### config.mk
export PLATFORM = sky130hd
export DESIGN_NAME = can_xl_tx_bit_ctrl_flat
export DESIGN_NICKNAME = d
export VERILOG_FILES = /design/src/rtl/can_xl_tx_bit_ctrl_if.sv /design/src/rtl/can_xl_tx_bit_ctrl.sv /design/src/flat_wrapper.sv
export SDC_FILE = /design/constraint.sdc
export NUM_CORES = 1
export LEC_CHECK = 0
export ABC_CLOCK_PERIOD_IN_PS = 2670
export BUFFER_PORTS_ARGS = -buffer_cell sky130_fd_sc_hd__buf_2
export CORE_MARGIN = 2
export CORE_UTILIZATION = 40
export DETAILED_ROUTE_END_ITERATION = 7
export PLACE_DENSITY = 0.73
export SYNTH_ARGS = -nofsm -noshare
export SYNTH_HDL_FRONTEND = slang
export SYNTH_SLANG_ARGS = --single-unit
### constraint.sdc
create_clock -name clk -period 2.67 [get_ports clk]
set_clock_uncertainty 0.1 [all_clocks]
set_input_delay 0.4005 -clock clk [delete_from_list [all_inputs] [get_ports clk]]
set_output_delay 0.4005 -clock clk [all_outputs]
set_load 0.05 [all_outputs]
### src/rtl/can_xl_tx_bit_ctrl_if.sv
// ---------------------------------------------------------------------------
// can_xl_tx_bit_ctrl_if
// Bundles the bit-timing strobes, frame-generator requests/bits, node status,
// bus sample and the controller outputs of the CAN XL transmit bit controller.
//   master : frame generators / bit-timing side (drives requests and strobes)
//   slave  : can_xl_tx_bit_ctrl (drives can_bus_out, tx_bit, pulses, tx_state)
// HIST_DEPTH must match the controller's HIST_DEPTH.
// ---------------------------------------------------------------------------
interface can_xl_tx_bit_ctrl_if #(
  parameter int HIST_DEPTH = 2
);
  logic                  bit_tick;
  logic                  smpl_tick;
  logic                  dt_rm_frm_tx;
  logic                  act_err_frm_tx;
  logic                  psv_err_frm_tx;
  logic                  ovld_frm_tx;
  logic                  dt_rm_out;
  logic                  err_ovld_out;
  logic                  send_ack;
  logic                  bus_off_sts;
  logic                  arbtr_sts;
  logic                  arb_field;
  logic                  can_bus_in;
  logic                  can_bus_out;
  logic [HIST_DEPTH-1:0] tx_bit;
  logic                  abort_dt_rm_tx;
  logic                  arb_lost;
  logic                  bit_err;
  logic [1:0]            tx_state;

  modport master (
    output bit_tick, smpl_tick, dt_rm_frm_tx, act_err_frm_tx, psv_err_frm_tx,
           ovld_frm_tx, dt_rm_out, err_ovld_out, send_ack, bus_off_sts,
           arbtr_sts, arb_field, can_bus_in,
    input  can_bus_out, tx_bit, abort_dt_rm_tx, arb_lost, bit_err, tx_state
  );

  modport slave (
    input  bit_tick, smpl_tick, dt_rm_frm_tx, act_err_frm_tx, psv_err_frm_tx,
           ovld_frm_tx, dt_rm_out, err_ovld_out, send_ack, bus_off_sts,
           arbtr_sts, arb_field, can_bus_in,
    output can_bus_out, tx_bit, abort_dt_rm_tx, arb_lost, bit_err, tx_state
  );
endinterface

### src/rtl/can_xl_tx_bit_ctrl.sv
// ---------------------------------------------------------------------------
// can_xl_tx_bit_ctrl
// Bit-timed transmit controller / bus-output mux for the CAN XL node.
// On bit_tick selects the bus source (error/overload > data/remote > ACK >
// recessive idle) and registers can_bus_out; at smpl_tick compares the
// driven level with can_bus_in for arbitration loss and bit errors.
// Ports:
//   clk    : system clock
//   g_rst  : asynchronous reset, active-high
//   bus    : can_xl_tx_bit_ctrl_if.slave (requests, strobes, bus in/out,
//            tx_bit history, abort/arb_lost/bit_err pulses, tx_state)
// Parameters:
//   HIST_DEPTH  : driven-bit history depth (>=2), tx_bit[0] = most recent
//   ARB_LOSS_EN : 1 = recessive-sent/dominant-read in arb field is arb loss
// ---------------------------------------------------------------------------
module can_xl_tx_bit_ctrl #(
  parameter int HIST_DEPTH  = 2,
  parameter bit ARB_LOSS_EN = 1'b1
) (
  input logic                    clk,
  input logic                    g_rst,
  can_xl_tx_bit_ctrl_if.slave    bus
);

  typedef enum logic [1:0] {
    S_IDLE = 2'd0,
    S_DT   = 2'd1,
    S_ERR  = 2'd2,
    S_ACK  = 2'd3
  } state_t;

  state_t                r_state;
  logic                  r_bus_out;
  logic [HIST_DEPTH-1:0] r_tx_bit;
  logic                  r_abort;
  logic                  r_arb_lost;
  logic                  r_bit_err;
  logic                  r_lost;

  logic   w_err_req, w_dt_req, w_ack_req;
  state_t w_nxt_state;
  logic   w_nxt_out;
  logic   w_arb_loss, w_chk, w_bit_err;

  assign w_err_req = (bus.act_err_frm_tx | bus.psv_err_frm_tx | bus.ovld_frm_tx) & ~bus.bus_off_sts;
  assign w_dt_req  = bus.dt_rm_frm_tx & bus.arbtr_sts & ~bus.bus_off_sts & ~r_lost;
  assign w_ack_req = ~bus.arbtr_sts & bus.send_ack & ~bus.bus_off_sts;

  // Next state at bit_tick. An error frame only ever falls back to idle, and a
  // data frame that loses its request goes idle (never straight to ACK).
  always_comb begin
    w_nxt_state = S_IDLE;
    case (r_state)
      S_ERR:   w_nxt_state = w_err_req ? S_ERR : S_IDLE;
      S_DT:    w_nxt_state = w_err_req ? S_ERR : (w_dt_req ? S_DT : S_IDLE);
      default: begin
        if (w_err_req)      w_nxt_state = S_ERR;
        else if (w_dt_req)  w_nxt_state = S_DT;
        else if (w_ack_req) w_nxt_state = S_ACK;
        else                w_nxt_state = S_IDLE;
      end
    endcase
  end

  always_comb begin
    w_nxt_out = 1'b1;
    case (w_nxt_state)
      S_ERR:   w_nxt_out = bus.err_ovld_out;
      S_DT:    w_nxt_out = bus.dt_rm_out;
      S_ACK:   w_nxt_out = 1'b0;
      default: w_nxt_out = 1'b1;
    endcase
  end

  // Sample check uses the currently driven level, so a coincident bit_tick
  // never affects the comparison. Recessive bits of an error/overload frame
  // are not checked here (passive flags may legally be overwritten).
  assign w_arb_loss = ARB_LOSS_EN && bus.smpl_tick && (r_state == S_DT) &&
                      bus.arb_field && r_bus_out && !bus.can_bus_in;
  assign w_chk      = bus.smpl_tick && (r_state != S_IDLE) &&
                      !((r_state == S_ERR) && r_bus_out);
  assign w_bit_err  = w_chk && !w_arb_loss && (r_bus_out != bus.can_bus_in);

  always_ff @(posedge clk or posedge g_rst) begin
    if (g_rst) begin
      r_state    <= S_IDLE;
      r_bus_out  <= 1'b1;
      r_tx_bit   <= '1;
      r_abort    <= 1'b0;
      r_arb_lost <= 1'b0;
      r_bit_err  <= 1'b0;
      r_lost     <= 1'b0;
    end else begin
      r_abort    <= 1'b0;
      r_arb_lost <= w_arb_loss;
      r_bit_err  <= w_bit_err;

      if (w_arb_loss)             r_lost <= 1'b1;
      else if (!bus.dt_rm_frm_tx) r_lost <= 1'b0;

      // Bus-off overrides immediately, independent of bit timing.
      if (bus.bus_off_sts) begin
        r_state   <= S_IDLE;
        r_bus_out <= 1'b1;
        r_abort   <= (r_state == S_DT);
        if (bus.bit_tick) r_tx_bit <= {r_tx_bit[HIST_DEPTH-2:0], 1'b1};
      end else if (bus.bit_tick) begin
        r_state   <= w_nxt_state;
        r_bus_out <= w_nxt_out;
        r_tx_bit  <= {r_tx_bit[HIST_DEPTH-2:0], w_nxt_out};
        r_abort   <= (r_state == S_DT) && (w_nxt_state == S_ERR);
      end
    end
  end

  assign bus.can_bus_out    = r_bus_out;
  assign bus.tx_bit         = r_tx_bit;
  assign bus.abort_dt_rm_tx = r_abort;
  assign bus.arb_lost       = r_arb_lost;
  assign bus.bit_err        = r_bit_err;
  assign bus.tx_state       = r_state;

endmodule
### src/flat_wrapper.sv
// flat-port wrapper written by rule: the top's interface ports become plain ports
module can_xl_tx_bit_ctrl_flat 
#(
  parameter int HIST_DEPTH  = 2,
  parameter bit ARB_LOSS_EN = 1'b1
)
  (clk, g_rst, bus_bit_tick, bus_smpl_tick, bus_dt_rm_frm_tx, bus_act_err_frm_tx, bus_psv_err_frm_tx, bus_ovld_frm_tx, bus_dt_rm_out, bus_err_ovld_out, bus_send_ack, bus_bus_off_sts, bus_arbtr_sts, bus_arb_field, bus_can_bus_in, bus_can_bus_out, bus_tx_bit, bus_abort_dt_rm_tx, bus_arb_lost, bus_bit_err, bus_tx_state);
  can_xl_tx_bit_ctrl_if #(.HIST_DEPTH(HIST_DEPTH)) bus_i ();
  input logic clk;
  input logic g_rst;
  input wire logic [$bits(bus_i.bit_tick)-1:0] bus_bit_tick;
  input wire logic [$bits(bus_i.smpl_tick)-1:0] bus_smpl_tick;
  input wire logic [$bits(bus_i.dt_rm_frm_tx)-1:0] bus_dt_rm_frm_tx;
  input wire logic [$bits(bus_i.act_err_frm_tx)-1:0] bus_act_err_frm_tx;
  input wire logic [$bits(bus_i.psv_err_frm_tx)-1:0] bus_psv_err_frm_tx;
  input wire logic [$bits(bus_i.ovld_frm_tx)-1:0] bus_ovld_frm_tx;
  input wire logic [$bits(bus_i.dt_rm_out)-1:0] bus_dt_rm_out;
  input wire logic [$bits(bus_i.err_ovld_out)-1:0] bus_err_ovld_out;
  input wire logic [$bits(bus_i.send_ack)-1:0] bus_send_ack;
  input wire logic [$bits(bus_i.bus_off_sts)-1:0] bus_bus_off_sts;
  input wire logic [$bits(bus_i.arbtr_sts)-1:0] bus_arbtr_sts;
  input wire logic [$bits(bus_i.arb_field)-1:0] bus_arb_field;
  input wire logic [$bits(bus_i.can_bus_in)-1:0] bus_can_bus_in;
  output wire logic [$bits(bus_i.can_bus_out)-1:0] bus_can_bus_out;
  output wire logic [$bits(bus_i.tx_bit)-1:0] bus_tx_bit;
  output wire logic [$bits(bus_i.abort_dt_rm_tx)-1:0] bus_abort_dt_rm_tx;
  output wire logic [$bits(bus_i.arb_lost)-1:0] bus_arb_lost;
  output wire logic [$bits(bus_i.bit_err)-1:0] bus_bit_err;
  output wire logic [$bits(bus_i.tx_state)-1:0] bus_tx_state;
  assign bus_i.bit_tick = bus_bit_tick;
  assign bus_i.smpl_tick = bus_smpl_tick;
  assign bus_i.dt_rm_frm_tx = bus_dt_rm_frm_tx;
  assign bus_i.act_err_frm_tx = bus_act_err_frm_tx;
  assign bus_i.psv_err_frm_tx = bus_psv_err_frm_tx;
  assign bus_i.ovld_frm_tx = bus_ovld_frm_tx;
  assign bus_i.dt_rm_out = bus_dt_rm_out;
  assign bus_i.err_ovld_out = bus_err_ovld_out;
  assign bus_i.send_ack = bus_send_ack;
  assign bus_i.bus_off_sts = bus_bus_off_sts;
  assign bus_i.arbtr_sts = bus_arbtr_sts;
  assign bus_i.arb_field = bus_arb_field;
  assign bus_i.can_bus_in = bus_can_bus_in;
  assign bus_can_bus_out = bus_i.can_bus_out;
  assign bus_tx_bit = bus_i.tx_bit;
  assign bus_abort_dt_rm_tx = bus_i.abort_dt_rm_tx;
  assign bus_arb_lost = bus_i.arb_lost;
  assign bus_bit_err = bus_i.bit_err;
  assign bus_tx_state = bus_i.tx_state;
  can_xl_tx_bit_ctrl #(.HIST_DEPTH(HIST_DEPTH), .ARB_LOSS_EN(ARB_LOSS_EN)) u_core (.clk(clk), .g_rst(g_rst), .bus(bus_i));
endmodule
# Yosys cells after proc, flatten, opt, wreduce, memory -nomap -nowiden
# Index checks and enable logic that the tools add are counted.
# op_classes
div,0
n_bitwise,11
magnitude_cmp,0
reduce_logical,15
n_shift,0
mul,0
add_sub_neg,0
muxes,19
eq_ne,7
# op_table
operator,n
2-to-1 mux 2 bit,10
logical AND 1 bit,10
2-to-1 mux 1 bit,7
AND 1 bit,6
equality test 2 bit (second input constant),3
equality test 2 x 1 -> 1 bit (second input constant),2
case mux 2 bit (2 select lines),1
nonzero test 2 bit,2
logical NOT 1 bit,3
inverter 1 bit,3
case mux 1 bit (3 select lines),1
!= test 2 x 1 -> 1 bit (second input constant),1
bitwise OR 1 bit,2
!= test 1 bit,1
# word_totals
mem_bits_ro,0
word_cells,59
regBits,9
inputBits,15
memories,0
latchBits,0
ram_bits,0
output_inout_bits,8

# Logic depth before layout (Yosys ltp)
# Gate-level depths: netlist (run 1).
# depth
ltp_word,11
ltp_mapped,6
depth_no_buf,6

# Worst setup path after synthesis (run 1)
# Ideal clock, no wire load.
# synth_timing
path_type,reg-to-reg
from,register u_core.r_state[0] (netlist: u_core.bus.tx_state[0])
to,register u_core.r_tx_bit[0] (netlist: u_core.bus.tx_bit[0])
slack_ns,0.662
t_arrival_ns,1.818
stages_incl_launch_ff,7
path_cell_list,dfrtp_1 inv_1 ha_1 nor3b_2 a41oi_1 o32ai_1 a31oi_1
# synth_via
elab_chain_len,6
# synth_rtl
element,line,rtl
from (decl),can_xl_tx_bit_ctrl.sv:32,state_t r_state;
from (signal assigned),can_xl_tx_bit_ctrl.sv:108,r_state <= w_nxt_state;
equality test 2 x 1 -> 1 bit / equality test 2 bit (equally long branches),can_xl_tx_bit_ctrl.sv:53,case (r_state)
case mux 2 bit (2 select lines) *,can_xl_tx_bit_ctrl.sv:53,
equality test 2 bit / equality test 2 x 1 -> 1 bit (equally long branches),can_xl_tx_bit_ctrl.sv:67,case (w_nxt_state)
case mux 1 bit (3 select lines) *,can_xl_tx_bit_ctrl.sv:67,
2-to-1 mux 2 bit *,can_xl_tx_bit_ctrl.sv:107,end else if (bus.bit_tick) begin
2-to-1 mux 2 bit *,can_xl_tx_bit_ctrl.sv:102,if (bus.bus_off_sts) begin
to (signal assigned),can_xl_tx_bit_ctrl.sv:106,"if (bus.bit_tick) r_tx_bit <= {r_tx_bit[HIST_DEPTH-2:0], 1'b1};"
to (signal assigned),can_xl_tx_bit_ctrl.sv:110,"r_tx_bit <= {r_tx_bit[HIST_DEPTH-2:0], w_nxt_out};"
to (decl),can_xl_tx_bit_ctrl.sv:34,logic [HIST_DEPTH-1:0] r_tx_bit;
# Mark *: on every way between the ends. The rest lies on a longest branch, timed or not. The select of a mux whose other input is x is not followed.
# A chain may end at the register's enable or synchronous reset.

# Worst setup path after layout (run 1)
# layout_timing
from,register u_core.r_state[0] (netlist: u_core.bus.tx_state[0])
to,register u_core.r_state[0] (netlist: u_core.bus.tx_state[0])
# layout_via
elab_chain_len,4
# layout_rtl
element,line
equality test 2 x 1 -> 1 bit / equality test 2 bit (equally long branches),can_xl_tx_bit_ctrl.sv:53
case mux 2 bit (2 select lines) *,can_xl_tx_bit_ctrl.sv:53
2-to-1 mux 2 bit *,can_xl_tx_bit_ctrl.sv:107
2-to-1 mux 2 bit *,can_xl_tx_bit_ctrl.sv:102
# Marked as above.

==> flow_metrics.env, run 1 <==
export IMPL_post_route_drc_count=0
export IMPL_antenna_found_initial=0
export IMPL_num_io_pins=23
export IMPL_path_clk_slew_ps=60
export IMPL_ys_seq_elements=9
export IMPL_synth_top_area_share_pct=28.2
export IMPL_crit_type="reg2reg"
export IMPL_totalWireLength_um=995
export IMPL_firstDrtPassIters=4
export IMPL_hold_violations=0
export IMPL_crit_path_end_kind="flop"
export IMPL_cp_arrival_ps=1870
export IMPL_hp_class="in2reg"
export IMPL_required_ps=2770
export IMPL_netlist_cell_type_count=25
export IMPL_grt_use_total_pct=14.5
export IMPL_die_h_um=40.5
export IMPL_nets=96
export IMPL_globalplace_congestion=0.784
export IMPL_yosys_area_top_type="dfrtp_1"
export IMPL_ys_warn_count=0
export IMPL_nFillCells=122
export IMPL_overflow=0
export IMPL_syn_cell_area_sq_um=532
export IMPL_grt_pass1_vias=398
export IMPL_coreArea_sq_um=1270
export IMPL_hpwl_um=831
export IMPL_insertedDiodeCount=0
export IMPL_die_area_sq_um=1640
export IMPL_syn_avg_cell_area_sq_um=10.2
export IMPL_drive_gt1_share_pct=42.9
export IMPL_setup_tns_ps=0
export IMPL_cellPowerDensity_nw_per_um2=513
export IMPL_critical_path_max_fanout=3
export IMPL_cts_inserted_buffers=3
export IMPL_initial_core_util_pct=41.9
export IMPL_tritoncts="yes"
export IMPL_grt_start_max_net_pins=11
export IMPL_status="finished, final reports clean"
export IMPL_cts_max_level=1
export IMPL_vias_per_cell=4.99
export IMPL_power_total_mw=0.346
export IMPL_synth_nets=70
export IMPL_clockBufferDepth=2
export IMPL_syn2layout_area_growth_pct=26.8
export IMPL_ant_nets=0
export IMPL_clk_root_buffer_cell="clkbuf_4"
export IMPL_fmax_ghz=0.565
export IMPL_num_rows=13
export IMPL_finalCritPeriodShare_pct=66.3
export IMPL_ys_seq_area_share_pct=43.1
export IMPL_clk_latency_ps=260
export IMPL_power_leakage_nw=0.339
export IMPL_peakVddDrop_uv=164
export IMPL_io_buffers=22
export IMPL_slew_headroom_pct=78.3
export IMPL_grt_pass1_wl_mm=1.55
export IMPL_post_cts_setup_buffer_count=0
export IMPL_die_w_um=40.5
export IMPL_rsz0062_at_grt="no"
export IMPL_drtIter0Drc=1
export IMPL_min_period_ps=1770
export IMPL_maxCapViolCount=0
export IMPL_num_vias=459
export IMPL_finalSetupViolCount=0
export IMPL_cts_sinks=9
export IMPL_synth_area_leaders="dfrtp_1, dfstp_2, ha_1"
export IMPL_syn_inst=52
export IMPL_post_drt_wl_per_cell_um=10.8
export IMPL_worstMarginPinSlew_ps=325
export IMPL_slew_violations=0
export IMPL_start_kind="flop"
==> kinds of logic after synthesis <==
family / count (synthesis) / share of synthesized area [%]
simple gates: 17 / 19.1
fa+ha+maj: 3 / 7.06
mux: 2 / 4.23
compound gates: 12 / 17.4
flops: 9 / 43.1
buf+inv: 9 / 9.18
==> sequential cells by signal, summed over array words and instances, names as in the netlist <==
| signal | count |
|---|---|
| u_core.bus.tx_bit | 2 |
| u_core.bus.tx_state | 2 |
| u_core.bus.abort_dt_rm_tx | 1 |
| u_core.bus.arb_lost | 1 |
| u_core.bus.bit_err | 1 |
| u_core.bus.can_bus_out | 1 |
| u_core.r_lost | 1 |
==> what timing repair did <==
| action | 4_1_cts | 5_1_grt |
|---|---|---|
| resized for setup | 0 | 0 |
| endpoints found under the hold margin | 6 | 0 |
| hold buffers | 1 | 0 |
==> through the flow <==
step | setup slack, ps | hold WS, ps | utilization [%] | std cells | area [sq um]
floorplan | 662 | 126 | - | 52 | 532
global placement | 948 | 272 | 50.3 | 87 | 638
detailed placement | 908 | 271 | 50.3 | 87 | 638
CTS | 899 | 261 | 53.2 | 92 | 674
global route | 749 | 274 | 53.2 | 92 | 674
finish | 901 | 258 | 53.2 | 92 | 674
==> critical path, cell delays in order (launching register included) <==
cell and delay [ps]:
dfrtp_1 370, inv_1 90, ha_1 330, nor3b_2 290
a41oi_1 130, nor3b_1 270, o21a_1 140
==> path summary, 6_finish.rpt <==
kind                                        start                     end  slack, ps  cells after the start
min                              bus_dt_rm_frm_tx           u_core.r_lost        260                      3
max in group asynchronous                   g_rst    u_core.bus.tx_bit[1]       1650                      3
min in group asynchronous                   g_rst  u_core.bus.tx_state[1]        530                      3
min reg2reg                         u_core.r_lost           u_core.r_lost        390                      2
max reg2reg                u_core.bus.tx_state[0]  u_core.bus.tx_state[0]        900                      6
max                        u_core.bus.tx_state[0]  u_core.bus.tx_state[0]        900                      6
==> where the power goes <==
group	internal, mW	switching, mW
sequential	0.147	0.00419
clock	0.0575	0.0462
combinational	0.0331	0.0585
total	0.237	0.109
==> synthesized netlist by cell type <==
cell / number
inv_1: 7
dfrtp_1: 6
nor2_1: 5
a21oi_1: 3
dfstp_2: 3
ha_1: 3
a31oi_1: 2
buf_6: 2
mux2_2: 2
nand2_1: 2
nor2b_1: 2
nor3_1: 2
a41oi_1: 1
nand2b_1: 1
nand4_1: 1
nor3b_1: 1
nor3b_2: 1
nor4b_1: 1
o211ai_1: 1
o21a_1: 1
o21ai_0: 1
o21bai_1: 1
o22ai_4: 1
o32ai_1: 1
or3_4: 1
==> routing by layer <==
layer | vias up | GRT usage (%) | wire, um
li1 | 229 | - | -
met1 | 205 | 16.7 | 440
met2 | 20 | 24.6 | 461
met3 | 5 | 1.67 | 60
met4 | 0 | 10.0 | 33
met5 | - | 0 | 0
==> cells in the final DEF (no fill, tap or decap), types with 2 or more instances in the layout <==
cell type	count
a31oi_1	2
dfstp_2	3
nand2_1	2
mux2_2	2
nor2_1	5
dfrtp_1	6
nor2b_1	2
nor3_1	2
clkbuf_4	3
inv_1	7
ha_1	3
a21oi_1	3
buf_2	22
==> cell type report <==
cell class | instances | area [sq um] | area share (%)
sequential | 9 | 229 | 34.0
clock buffer | 4 | 26.3 | 3.90
multi-input combinational | 34 | 254 | 37.7
timing repair buffer | 23 | 120 | 17.8
tap | 15 | 18.8 | 2.78
inverter | 7 | 26.3 | 3.90
No activity file was read; power rests on OpenSTA's default activity.
==> run 2: changes to the inputs <==
--- a/config.mk
+++ b/config.mk
@@ -5,7 +5,8 @@
 export SDC_FILE = /design/constraint.sdc
 export NUM_CORES = 1
 export LEC_CHECK = 0
-export ABC_CLOCK_PERIOD_IN_PS = 2670
+export ABC_AREA = 1
+export ABC_CLOCK_PERIOD_IN_PS = 1700
 export BUFFER_PORTS_ARGS = -buffer_cell sky130_fd_sc_hd__buf_2
 export CORE_MARGIN = 2
 export CORE_UTILIZATION = 40
==> constraint.sdc (replaced) <==
create_clock -name clk -period 1.7 [get_ports clk]
set_clock_uncertainty 0.1 [all_clocks]
set_input_delay 0.255 -clock clk [delete_from_list [all_inputs] [get_ports clk]]
set_output_delay 0.255 -clock clk [all_outputs]
set_load 0.05 [all_outputs]
==> run 2 against run 1 <==
Total power up 74%. Highest routed layer unchanged. Sequential power grew 64%. Critical path type unchanged. Via count grew 7.2%. First-iteration DRC count increased to 8.0 times the previous value. Die area is 1.9% lower. Largest power group unchanged. Maximum frequency rose by 17%. Synthesized cell count increased by 19%. Setup slack worse by 720 ps. Routed wire length rose by 12%.
==> flow_metrics.env, run 2 <==
export IMPL_totalWireLength_mm=1.11
export IMPL_hold_violations=0
export IMPL_num_io_pins=23
export IMPL_finalCritPeriodShare_pct=89.2
export IMPL_clkPwrFrac_pct=26.9
export IMPL_final_cell_mix="buf_2, inv_1, nand2_1, nor2_1"
export IMPL_synth_top_area_share_pct=28.8
export IMPL_critical_path_max_fanout=4
export IMPL_synth_area_leaders="dfrtp_1, dfstp_2, inv_1"
export IMPL_fmax_ghz=0.659
export IMPL_cpMaxStageDelayCell="dfrtp_2"
export IMPL_globalplace_congestion=0.850
export IMPL_synthAdderAreaFrac_pct=7.21
export IMPL_crit_family="simple AND/OR/NAND/NOR gates"
export IMPL_start_kind="flop"
export IMPL_finalSetupViolCount=0
export IMPL_syn_cell_area_sq_um=520
export IMPL_layout_commonest_cell="buf_2"
export IMPL_rsz0062_at_grt="no"
export IMPL_muxShareOfSynthArea_pct=0
export IMPL_nFillCells=102
export IMPL_antenna_found_initial=0
export IMPL_synth_compound_area_share_pct=7.93
export IMPL_yosys_area_share_simple_pct=31.3
export IMPL_ant_nets=0
export IMPL_setup_tns_ps=0
export IMPL_clockBufferDepth=2
export IMPL_path_clk_slew_ps=60
export IMPL_hold_buffers=1
export IMPL_syn2layout_area_growth_pct=32.0
export IMPL_synth_most_common_cell="inv_1"
export IMPL_drive_gt1_share_pct=42.7
export IMPL_min_period_ps=1520
export IMPL_ys_seq_elements=9
export IMPL_synth_edf_count=0
export IMPL_cp_slowest_stage_delay_ps=390
export IMPL_cp_arrival_ps=1600
export IMPL_grt_use_total_pct=18.6
export IMPL_cellPowerDensity_nw_per_um2=879
export IMPL_clk_latency_ps=260
export IMPL_post_cts_setup_buffer_count=0
export IMPL_num_vias=492
export IMPL_p_switching_mw=0.213
export IMPL_pre_cts_slack_ps=214
export IMPL_final_util_pct=59.4
export IMPL_async_flop_share_pct=100
export IMPL_synth_nets=80
export IMPL_cts_sinks=9
export IMPL_power_share_switching_pct=35.4
export IMPL_p_comb_share_pct=32.1
export IMPL_clk_root_buffer_cell="clkbuf_4"
export IMPL_crit_path_end_kind="flop"
export IMPL_seqPwrFrac_pct=41.0
export IMPL_cts_max_level=1
export IMPL_tritoncts="yes"
export IMPL_post_route_drc_count=0
export IMPL_maxCapViolCount=0
export IMPL_syn_inst=62
export IMPL_firstDrtPassIters=3
export IMPL_syn_avg_cell_area_sq_um=8.40
export IMPL_overflow=0
export IMPL_required_ps=1780
export IMPL_power_leakage_nw=0.391
export IMPL_peakVddDrop_uv=460
export IMPL_die_h_um=40.1
export IMPL_worstMarginPinSlew_ps=343
export IMPL_hp_class="in2reg"
export IMPL_vias_per_cell=4.78
export IMPL_slew_violations=0
export IMPL_drtIter0Drc=8
export IMPL_hpwl_um=906
export IMPL_synth_top_family_by_area="simple AND/OR/NAND/NOR gates"
export IMPL_grt_start_max_net_pins=10
export IMPL_synthXorXnorAreaFrac_pct=1.68
export IMPL_die_w_um=40.1
export IMPL_insertedDiodeCount=0
export IMPL_slew_headroom_pct=77.1
export IMPL_path_buf_inv=1
export IMPL_ys_warn_count=0
export IMPL_num_rows=12
export IMPL_synthFlopType="dfrtp_1"
export IMPL_power_internal_mw=0.390
export IMPL_ys_top_cells_by_count="inv_1, nand2_1, nor2_1"
export IMPL_io_buffers=22
export IMPL_grt_pass1_wl_mm=1.88
export IMPL_coreArea_sq_um=1160
export IMPL_cts_inserted_buffers=3
export IMPL_ys_seq_area_share_pct=44.0
export IMPL_grt_pass1_vias=476
export IMPL_initial_core_util_pct=45.0
export IMPL_ctsResizeCount=0
export IMPL_netlist_cell_type_count=19
export IMPL_status="finished, final reports clean"
export IMPL_post_drt_wl_per_cell_um=10.8
export IMPL_crit_type="reg2reg"
export IMPL_nets=108
export IMPL_timing_final_ws_setup_ps=183
export IMPL_die_area_sq_um=1610
export IMPL_crit_chain="inv_1 > ha_1 > nand3b_2 > nand2_2 > nand3_2 > o21ai_1"
export IMPL_yosys_area_top_type="dfrtp_1"
export IMPL_hold_slack_ps=107
run 2: metal layers:
metal | track usage, % | routed length [um]
met3 | 8.33 | 63
met2 | 33.1 | 598
met1 | 18.5 | 439
met4 | 7.76 | 9
met5 | 0 | 0
run 2: worst reg2reg max path, cell delays in order, from the launching register on:
cell      delay (ps)
dfrtp_2          390
inv_1             70
ha_1             320
nand3b_2         260
nand2_2           80
nand3_2           70
o21ai_1          140
run 2: power groups by stage:
| stage | registers, mW | clock network, mW | logic (mW) |
|---|---|---|---|
| after global placement | 0.250 | 0 | 0.189 |
| final | 0.248 | 0.162 | 0.194 |
| after CTS | 0.248 | 0.167 | 0.194 |
| after global routing | 0.250 | 0.182 | 0.214 |
| after detailed placement | 0.251 | 0 | 0.190 |
| after floorplan | 0.308 | 0 | 0.0821 |
run 2: area by class of cell:
class	count	area, sq um	share of cell area (%)
clock buffers	4	26.3	3.83
inverters	11	41.3	6.01
multi-input cells	42	250	36.4
flip-flops and latches	9	231	33.7
well taps	14	17.5	2.55
repair buffers	23	120	17.5
run 2: final timing paths:
check / from / end / slack (ps) / cells past startpoint
worst max-delay path: u_core.bus.tx_state[0] / u_core.bus.tx_state[0] / 180 / 6
worst min-delay path: bus_can_bus_in / u_core.bus.arb_lost / 110 / 2
worst max register to register: u_core.bus.tx_state[0] / u_core.bus.tx_state[0] / 180 / 6
worst min register to register: u_core.bus.tx_bit[1] / u_core.bus.tx_bit[1] / 360 / 2
max in group asynchronous: g_rst / u_core.bus.can_bus_out / 810 / 3
min in group asynchronous: g_rst / u_core.bus.abort_dt_rm_tx / 390 / 3
run 2: cells by family (layout without fill, tap and decap cells):
family / count (synthesis) / after routing
and+or+nand+nor: 31 / 31
DFF: 9 / 9
buffers and inverters: 11 / 38
adders and majority gates: 3 / 3
xor gates and xnor gates: 1 / 1
AOI/OAI and AO/OA: 7 / 7
run 2: stage by stage:
step	power (mW)	instances	area, sq um
5_1_grt	0.646	103	687
2_1_floorplan	0.390	62	523
3_5_place_dp	0.442	98	651
6_report	0.604	103	687
3_3_place_gp	0.439	98	651
4_1_cts	0.610	103	687
==> run 3: changes to the inputs <==
--- a/config.mk
+++ b/config.mk
@@ -8,10 +8,12 @@
 export ABC_AREA = 1
 export ABC_CLOCK_PERIOD_IN_PS = 1700
 export BUFFER_PORTS_ARGS = -buffer_cell sky130_fd_sc_hd__buf_2
-export CORE_MARGIN = 2
-export CORE_UTILIZATION = 40
+export CELL_PAD_IN_SITES_DETAIL_PLACEMENT = 2
+export CELL_PAD_IN_SITES_GLOBAL_PLACEMENT = 2
+export CORE_MARGIN = 4
+export CORE_UTILIZATION = 24
 export DETAILED_ROUTE_END_ITERATION = 7
-export PLACE_DENSITY = 0.73
+export PLACE_DENSITY = 0.79
 export SYNTH_ARGS = -nofsm -noshare
 export SYNTH_HDL_FRONTEND = slang
 export SYNTH_SLANG_ARGS = --single-unit
==> run 3 against run 2 <==
Critical path depth grew 1. Cell count is 13% higher. Combinational power grew 4%. Sequential share of layout area decreased by 0.78 points. Critical endpoint is now u_core.bus.tx_bit[0]. Via count is 3.3% higher. Critical path type unchanged. Clock power rose by 9%. Maximum frequency is 2.7% lower. Sequential power barely moved.
==> flow_metrics.env, run 3 (same netlist as run 2, synthesis figures left out) <==
export IMPL_min_period_ps=1560
export IMPL_cpMaxStageDelayCell="dfrtp_2"
export IMPL_num_io_pins=23
export IMPL_place_area_sq_um=667
export IMPL_grt_use_total_pct=11.4
export IMPL_drive_gt1_share_pct=42.7
export IMPL_grt_pass1_wl_mm=2.30
export IMPL_num_rows=16
export IMPL_maxCapViolCount=0
export IMPL_nFillCells=254
export IMPL_crit_chain="inv_1 > ha_1 > nand3b_2 > nand3_1 > nand2_1 > inv_1 > a21oi_1"
export IMPL_setup_tns_ps=0
export IMPL_regArea_sq_um=231
export IMPL_clockBufferDepth=2
export IMPL_required_ps=1790
export IMPL_totalWireLength_mm=1.54
export IMPL_num_vias=508
export IMPL_post_route_drc_count=0
export IMPL_final_cell_mix="buf_2, inv_1, nand2_1, nor2_1"
export IMPL_fmax_ghz=0.641
export IMPL_tritoncts="yes"
export IMPL_pre_cts_slack_ps=188
export IMPL_cp_arrival_ps=1650
export IMPL_start_kind="flop"
export IMPL_overflow=0
export IMPL_slew_violations=0
export IMPL_hold_slack_ps=107
export IMPL_path_clk_slew_ps=70
export IMPL_cts_sinks=9
export IMPL_power_leakage_nw=0.391
export IMPL_die_h_um=54.6
export IMPL_firstDrtPassIters=2
export IMPL_peakVddDrop_uv=318
export IMPL_cts_inserted_buffers=3
export IMPL_globalplace_congestion=0.743
export IMPL_clk_latency_ps=270
export IMPL_place_inst=111
export IMPL_insertedDiodeCount=0
export IMPL_io_buffers=22
export IMPL_hp_class="in2reg"
export IMPL_slew_headroom_pct=75.3
export IMPL_clk_root_buffer_cell="clkbuf_4"
export IMPL_crit_path_end_kind="flop"
export IMPL_final_util_pct=35.1
export IMPL_multiInputGateArea_sq_um=250
export IMPL_drtIter0Drc=2
export IMPL_post_cts_setup_buffer_count=0
export IMPL_finalInstanceArea_sq_um=703
export IMPL_grt_pass1_vias=523
export IMPL_rsz0062_at_grt="no"
export IMPL_cp_common_cell="inv_1"
export IMPL_rrSetupSlack_ps=140
export IMPL_power_total_mw=0.625
export IMPL_grt_start_max_net_pins=10
export IMPL_post_drt_wl_per_cell_um=13.3
export IMPL_vias_per_cell=4.38
export IMPL_hold_violations=0
export IMPL_finalSetupViolCount=0
export IMPL_layout_commonest_cell="buf_2"
export IMPL_crit_type="reg2reg"
export IMPL_status="finished, final reports clean"
export IMPL_die_w_um=54.6
export IMPL_nets=108
export IMPL_cts_max_level=1
export IMPL_initial_core_util_pct=26.0
export IMPL_finalCritPeriodShare_pct=91.7
export IMPL_syn2layout_area_growth_pct=35.1
export IMPL_coreArea_sq_um=2000
export IMPL_critical_path_max_fanout=4
export IMPL_die_area_sq_um=2980
export IMPL_ant_nets=0
export IMPL_layout_cells_non_filler=116
export IMPL_hpwl_mm=1.25
export IMPL_worstMarginPinSlew_ps=370
export IMPL_timing_final_ws_setup_ps=141
export IMPL_cp_slowest_stage_delay_ps=390
export IMPL_antenna_found_initial=0
export IMPL_cellPowerDensity_nw_per_um2=889
==> run 3: repair_timing <==
action,in CTS,in global routing
hold endpoints to repair,6,0
hold buffers,1,0
resized for setup,0,0
==> run 3: power breakdown <==
group          switching, mW  internal [mW]  total [mW]
clock network         0.0865         0.0908       0.177
logic                  0.137         0.0638       0.201
registers             0.0108          0.236       0.247
==> run 3: worst max-delay path, delay by kind of cell (launching register included) <==
| kind | cells | cell delay, ps |
|---|---|---|
| simple gates | 3 | 430 |
| flops | 1 | 390 |
| buf+inv | 2 | 140 |
| fa+ha+maj | 1 | 330 |
| compound gates | 1 | 80 |
==> run 3: path summary, 6_finish.rpt <==
check,endpoint,startpoint,depth (start not counted)
min in group asynchronous,u_core.bus.tx_state[0],g_rst,3
min reg2reg,u_core.bus.tx_bit[1],u_core.bus.tx_bit[1],2
max in group asynchronous,u_core.bus.can_bus_out,g_rst,3
min,u_core.r_lost,bus_dt_rm_frm_tx,2
max,u_core.bus.tx_bit[0],u_core.bus.tx_state[0],7
max reg2reg,u_core.bus.tx_bit[0],u_core.bus.tx_state[0],7
==> run 3: cell type report <==
class                           count  share of cell area (%)
Clock buffer                        4                    3.74
Timing Repair Buffer               23                    17.1
Tap cell                           27                    4.80
Multi-Input combinational cell     42                    35.6
Inverter                           11                    5.87
Sequential cell                     9                    32.9
==> run 3: per-layer routing <==
metal  vias up  global-route usage (%)  part of all wire [%]
met5         -                       0                     0
met4         0                    7.47                   2.1
met3         4                    2.45                   4.3
met2        17                    19.3                    48
met1       238                    12.7                    46
li1        249                       -                     -
